$ cat src/rtl/piso_tx.sv
// Parallel-in serial-out transmitter: valid/ready word load, one bit per clk on sdo, optional idle gap.
// Define PISO_TX_PARITY_EN to append an even-parity bit to every frame and expose parity_bit.
module piso_tx #(
  parameter int WIDTH      = 8,
  parameter int MSB_FIRST  = 1,
  parameter int GAP_CYCLES = 0
) (
  input  logic             clk,
  input  logic             reset,
  input  logic [WIDTH-1:0] pdi,
  input  logic             load_valid,
  output logic             load_ready,
  output logic             sdo,
  output logic             sdo_valid,
  output logic             busy,
  output logic             done
`ifdef PISO_TX_PARITY_EN
  ,
  output logic             parity_bit
`endif
);

`ifdef PISO_TX_PARITY_EN
  localparam int FRAME_LEN = WIDTH + 1;
`else
  localparam int FRAME_LEN = WIDTH;
`endif
  localparam int CNT_W = $clog2(FRAME_LEN);
  localparam logic [CNT_W-1:0] LAST_CNT = CNT_W'(FRAME_LEN - 1);
  localparam logic [7:0] GAP_LAST = (GAP_CYCLES > 0) ? 8'(GAP_CYCLES - 1) : 8'd0;

  typedef enum logic [1:0] {IDLE, SHIFT, GAP} state_t;

  state_t           state;
  logic [WIDTH-1:0] shreg;
  logic [WIDTH-1:0] shreg_next;
  logic [CNT_W-1:0] bit_cnt;
  logic [CNT_W-1:0] cnt_next;
  logic [7:0]       gap_cnt;
  logic             last_bit;
  logic             accept;

  // The bit about to go out always sits at the leading end of the shift register.
  function automatic logic lead_bit(input logic [WIDTH-1:0] w);
    return (MSB_FIRST != 0) ? w[WIDTH-1] : w[0];
  endfunction

  always_comb begin
    last_bit   = (state == SHIFT) && (bit_cnt == LAST_CNT);
    load_ready = (state == IDLE) || (last_bit && (GAP_CYCLES == 0));
    accept     = load_valid && load_ready;
    cnt_next   = bit_cnt + 1'b1;
    shreg_next = (MSB_FIRST != 0) ? (shreg << 1) : (shreg >> 1);
  end

  always_ff @(posedge clk) begin
    if (reset) begin
      state     <= IDLE;
      shreg     <= '0;
      bit_cnt   <= '0;
      gap_cnt   <= '0;
      sdo       <= 1'b0;
      sdo_valid <= 1'b0;
      busy      <= 1'b0;
      done      <= 1'b0;
`ifdef PISO_TX_PARITY_EN
      parity_bit <= 1'b0;
`endif
    end else if (accept) begin
      // Covers both a load from IDLE and a back-to-back load in the last-bit cycle.
      state     <= SHIFT;
      shreg     <= pdi;
      bit_cnt   <= '0;
      sdo       <= lead_bit(pdi);
      sdo_valid <= 1'b1;
      busy      <= 1'b1;
      done      <= 1'b0;
`ifdef PISO_TX_PARITY_EN
      parity_bit <= ^pdi;
`endif
    end else begin
      case (state)
        SHIFT: begin
          if (last_bit) begin
            sdo       <= 1'b0;
            sdo_valid <= 1'b0;
            done      <= 1'b0;
`ifdef PISO_TX_PARITY_EN
            parity_bit <= 1'b0;
`endif
            if (GAP_CYCLES > 0) begin
              state   <= GAP;
              gap_cnt <= '0;
              busy    <= 1'b1;
            end else begin
              state <= IDLE;
              busy  <= 1'b0;
            end
          end else begin
            bit_cnt <= cnt_next;
            shreg   <= shreg_next;
            done    <= (cnt_next == LAST_CNT);
`ifdef PISO_TX_PARITY_EN
            sdo <= (cnt_next == LAST_CNT) ? parity_bit : lead_bit(shreg_next);
`else
            sdo <= lead_bit(shreg_next);
`endif
          end
        end
        GAP: begin
          if (gap_cnt == GAP_LAST) begin
            state <= IDLE;
            busy  <= 1'b0;
          end else begin
            gap_cnt <= gap_cnt + 8'd1;
          end
        end
        default: begin
          sdo       <= 1'b0;
          sdo_valid <= 1'b0;
          busy      <= 1'b0;
          done      <= 1'b0;
        end
      endcase
    end
  end

endmodule

$ cat config.mk
export PLATFORM = sky130hd
export DESIGN_NAME = piso_tx
export DESIGN_NICKNAME = d
export VERILOG_FILES = /design/src/rtl/piso_tx.sv
export SDC_FILE = /design/constraint.sdc
export NUM_CORES = 1
export LEC_CHECK = 0
export BUFFER_PORTS_ARGS = -buffer_cell sky130_fd_sc_hd__buf_4
export CORE_UTILIZATION = 45
export CTS_BUF_LIST = sky130_fd_sc_hd__clkbuf_4
export DETAILED_ROUTE_END_ITERATION = 8
export HOLD_SLACK_MARGIN = 0.02
export PLACE_DENSITY = 0.72
export SKIP_CTS_REPAIR_TIMING = 1
export SLEW_MARGIN = 0
export SYNTH_ARGS = -nofsm -noshare
export SYNTH_HDL_FRONTEND = slang
export SYNTH_SLANG_ARGS = --single-unit
$ cat constraint.sdc
create_clock -name clk -period 1.4 [get_ports clk]
set_input_delay 0 -clock clk [delete_from_list [all_inputs] [get_ports clk]]
set_output_delay 0 -clock clk [all_outputs]
set_load 0.02 [all_outputs]
==> run_results.csv <==
group,metric,value,unit
floorplan,fp.dieH,39.4,um
setup_path,r2r_start,"bit_cnt[1]",
finish,fin_cells,102,
finish,n_antenna_cell,0,
finish,num-fill-cells,108,
sta,hold_viol_final,0,
route,finalWirelength,1370,um
route,viasPerCell,5.16,
floorplan,core,1300,sq um
setup_path,path_class,"reg2reg",
finish,regArea,283,sq um
finish,multi_input_area,353,sq um
logic_synthesis,syn_inst,64,
sta,period_share,101,%
logic_synthesis,yosysWarnings,0,
global_routing,antenna_found_initial,0,
clock_tree,clk_path_buf_depth,2,
sta,layout_min_cycle_time,1420,ps
route,drc,0,
route,drt-initial-drc-count,9,
floorplan,num_io_pins,16,
finish,layout.nets,103,
route,num_vias,526,
logic_synthesis,yosysSeqAreaShare,44.6,%
finish,postLayoutCellArea,890,sq um
worst_hold_path,worstHoldEndpoint,"shreg[0]",
logic_synthesis,synth_fp_nets,78,
power_and_ir_drop,pwr-share-clk,26.5,%
route,drt.antenna.violating_nets,0,
clock_tree,cts_root_buffer,"clkbuf_4",
setup_path,cpMostUsedCell,"ha_4",
sta,slew_headroom,83.3,%
setup_path,r2r_setup_slack,-20,ps
global_routing,grt_overflow,0,
setup_path,ff2ff_path_depth,7,
power_and_ir_drop,power.share.combinational,20.8,%
power_and_ir_drop,powerDensity,936,nW/um^2
placement,gp_congestion,0.676,
logic_synthesis,ys_types,19,
placement,dp_cells,89,
finish,areaGrowthSynthToFinish,41.6,%
global_routing,track_usage,16.2,%
clock_tree,numCtsBuffers,3,
run_status,outcome,"finished, violations left",
setup_path,crit_chain,"ha_4 -> ha_4 -> nor2b_4 -> clkinv_4 -> buf_4 -> nor2_2 -> a211oi_2",
placement,place_ws,8.11,ps
clock_tree,cts_tree,"done",
setup_path,arrival,1580,ps
clock_tree,htree_levels,1,
floorplan,fp.dieW,39.4,um
sta,skew,2.96,ps
setup_path,crit_start,"bit_cnt[1]",
sta,finalMaxSlewViolations,0,
clock_tree,clk_pin_slew_worst_paths,80,ps
sta,setup_slack,-19.0,ps
global_routing,grt_pass1_wl,1660,um
power_and_ir_drop,p_sw,0.219,mW
setup_path,cp.required,1560,ps
floorplan,dieArea,1550,sq um
logic_synthesis,synth_area,628,sq um
clock_tree,cts_sinks,14,
job,drv_cap,0,
global_routing,grt_pass1_vias,384,
setup_path,cp.buffers_inverters,2,
global_routing,grt_max_degree,19,
worst_hold_path,hp-class,"in2reg",
worst_hold_path,holdPathStages,3,
floorplan,floorplan.initialDensity,48.3,%
route,first_pass_iters,4,
sta,final-setup-viol-count,6,
logic_synthesis,syn_avg_cell_area,9.81,sq um
sta,worstMarginPinSlew,243,ps
setup_path,endpoint_kind,"register",
worst_hold_path,min-delay-start,"pdi[0]",
logic_synthesis,ys_ff_latch,14,
power_and_ir_drop,p_int,0.614,mW
placement,dp_hpwl,723,um
setup_path,start_kind,"register",
sta,rsz0062_at_grt,"true",
route,avgRoutedWirePerCell,13.5,um
sta,hold_ws,44.6,ps
power_and_ir_drop,seqPwrFrac,52.7,%
setup_path,crit_family,"flip-flops",
power_and_ir_drop,p_sw_share,26.3,%
placement,io_buffers,15,
sta,fmaxAchievable,0.705,GHz
setup_path,worst_path_max_delay_cell,"dfxtp_2",
setup_path,worstPathMaxFanout,7,
run_status,violations,"negative setup slack",
clock_tree,clk_latency,270,ps
finish,layout_commonest_cell,"buf_4",
finish,final_cell_mix,"buf_4, dfxtp_1, mux2i_1",
setup_path,rr_endpoint,"shreg[2]",
setup_path,max_stage_delay,350,ps
finish,drive_above_1_share,49.4,%
power_and_ir_drop,power.ir.vdd_worst,0.914,mV
power_and_ir_drop,p_leak,0.381,nW
placement,place_area,714,sq um
floorplan,rows,13,
==> registers in the layout (all words and copies together), names as in the netlist <==
signal and count:
sdo_valid 1, done 1, state 1, shreg 7, bit_cnt 3, sdo 1
==> metal layers <==
| metal | up-vias | part of all wire [%] | track usage, % |
|---|---|---|---|
| met1 | 244 | 42 | 20.9 |
| met4 | 0 | 0 | 5.17 |
| met2 | 17 | 55 | 22.9 |
| met3 | 0 | 3.7 | 8.52 |
| met5 | - | 0 | 0 |
| li1 | 265 | - | - |
==> logic make-up after synthesis <==
| group | Yosys count | synth area share, % |
|---|---|---|
| buffers and inverters | 7 | 9.16 |
| AND/OR/NAND/NOR | 22 | 17.3 |
| AO/OA/AOI/OAI | 11 | 11.8 |
| adder cells (fa/ha/maj) | 3 | 5.98 |
| multiplexers | 7 | 11.2 |
| flip-flops | 14 | 44.6 |
==> cells in the mapped netlist <==
cell type,number,area (sq um)
a211oi_1,6,45.0
a21oi_1,4,20.0
a21oi_2,1,8.76
buf_4,1,7.51
buf_6,3,33.8
clkbuf_1,1,3.75
dfxtp_1,14,280
ha_1,3,37.5
inv_1,1,3.75
inv_6,1,8.76
mux2i_1,7,70.1
nand2_1,6,22.5
nand2b_1,1,6.26
nand3_1,1,5.00
nand3b_1,2,15.0
nor2_1,8,30.0
nor2b_4,1,13.8
nor3_1,2,10.0
or3_1,1,6.26
==> stage by stage <==
stage	power (mW)	util [%]	setup TNS, ps
2_1_floorplan	0.532	-	0
4_1_cts	0.788	56.6	-226
6_report	0.833	68.4	-71.8
3_3_place_gp	0.564	54.9	0
5_1_grt	0.872	68.4	-777
3_5_place_dp	0.567	54.9	0
==> worst max-delay path by stage <==
stage,cells after the start,end,slack [ps]
floorplan,8,bit_cnt[2],40
global placement,5,shreg[1],70
detailed placement,5,shreg[1],8
CTS,5,load_ready,-170
global route,5,load_ready,-80
finish,7,shreg[2],-20
==> worst reg2reg max path: cells and delay by family (launching register included) <==
kind                     cells  cell delay, ps
AO/OA/AOI/OAI                1              60
adder cells (fa/ha/maj)      2             320
buffers and inverters        2             270
flip-flops                   1             350
AND/OR/NAND/NOR              2             310
==> area by class of cell <==
cell class                      count  area share (%)
Clock buffer                        3            2.53
Inverter                            2            1.41
Sequential cell                    14            31.8
Timing Repair Buffer               25            22.5
Multi-Input combinational cell     43            39.7
Tap cell                           15            2.11
==> power groups by stage <==
stage,clock (mW),sequential (mW),combinational [mW]
2_1_floorplan,0,0.446,0.0858
3_3_place_gp,0,0.445,0.120
3_5_place_dp,0,0.445,0.122
4_1_cts,0.230,0.435,0.123
5_1_grt,0.242,0.443,0.187
6_report,0.220,0.439,0.173
Power figures use the tool's default switching activity.
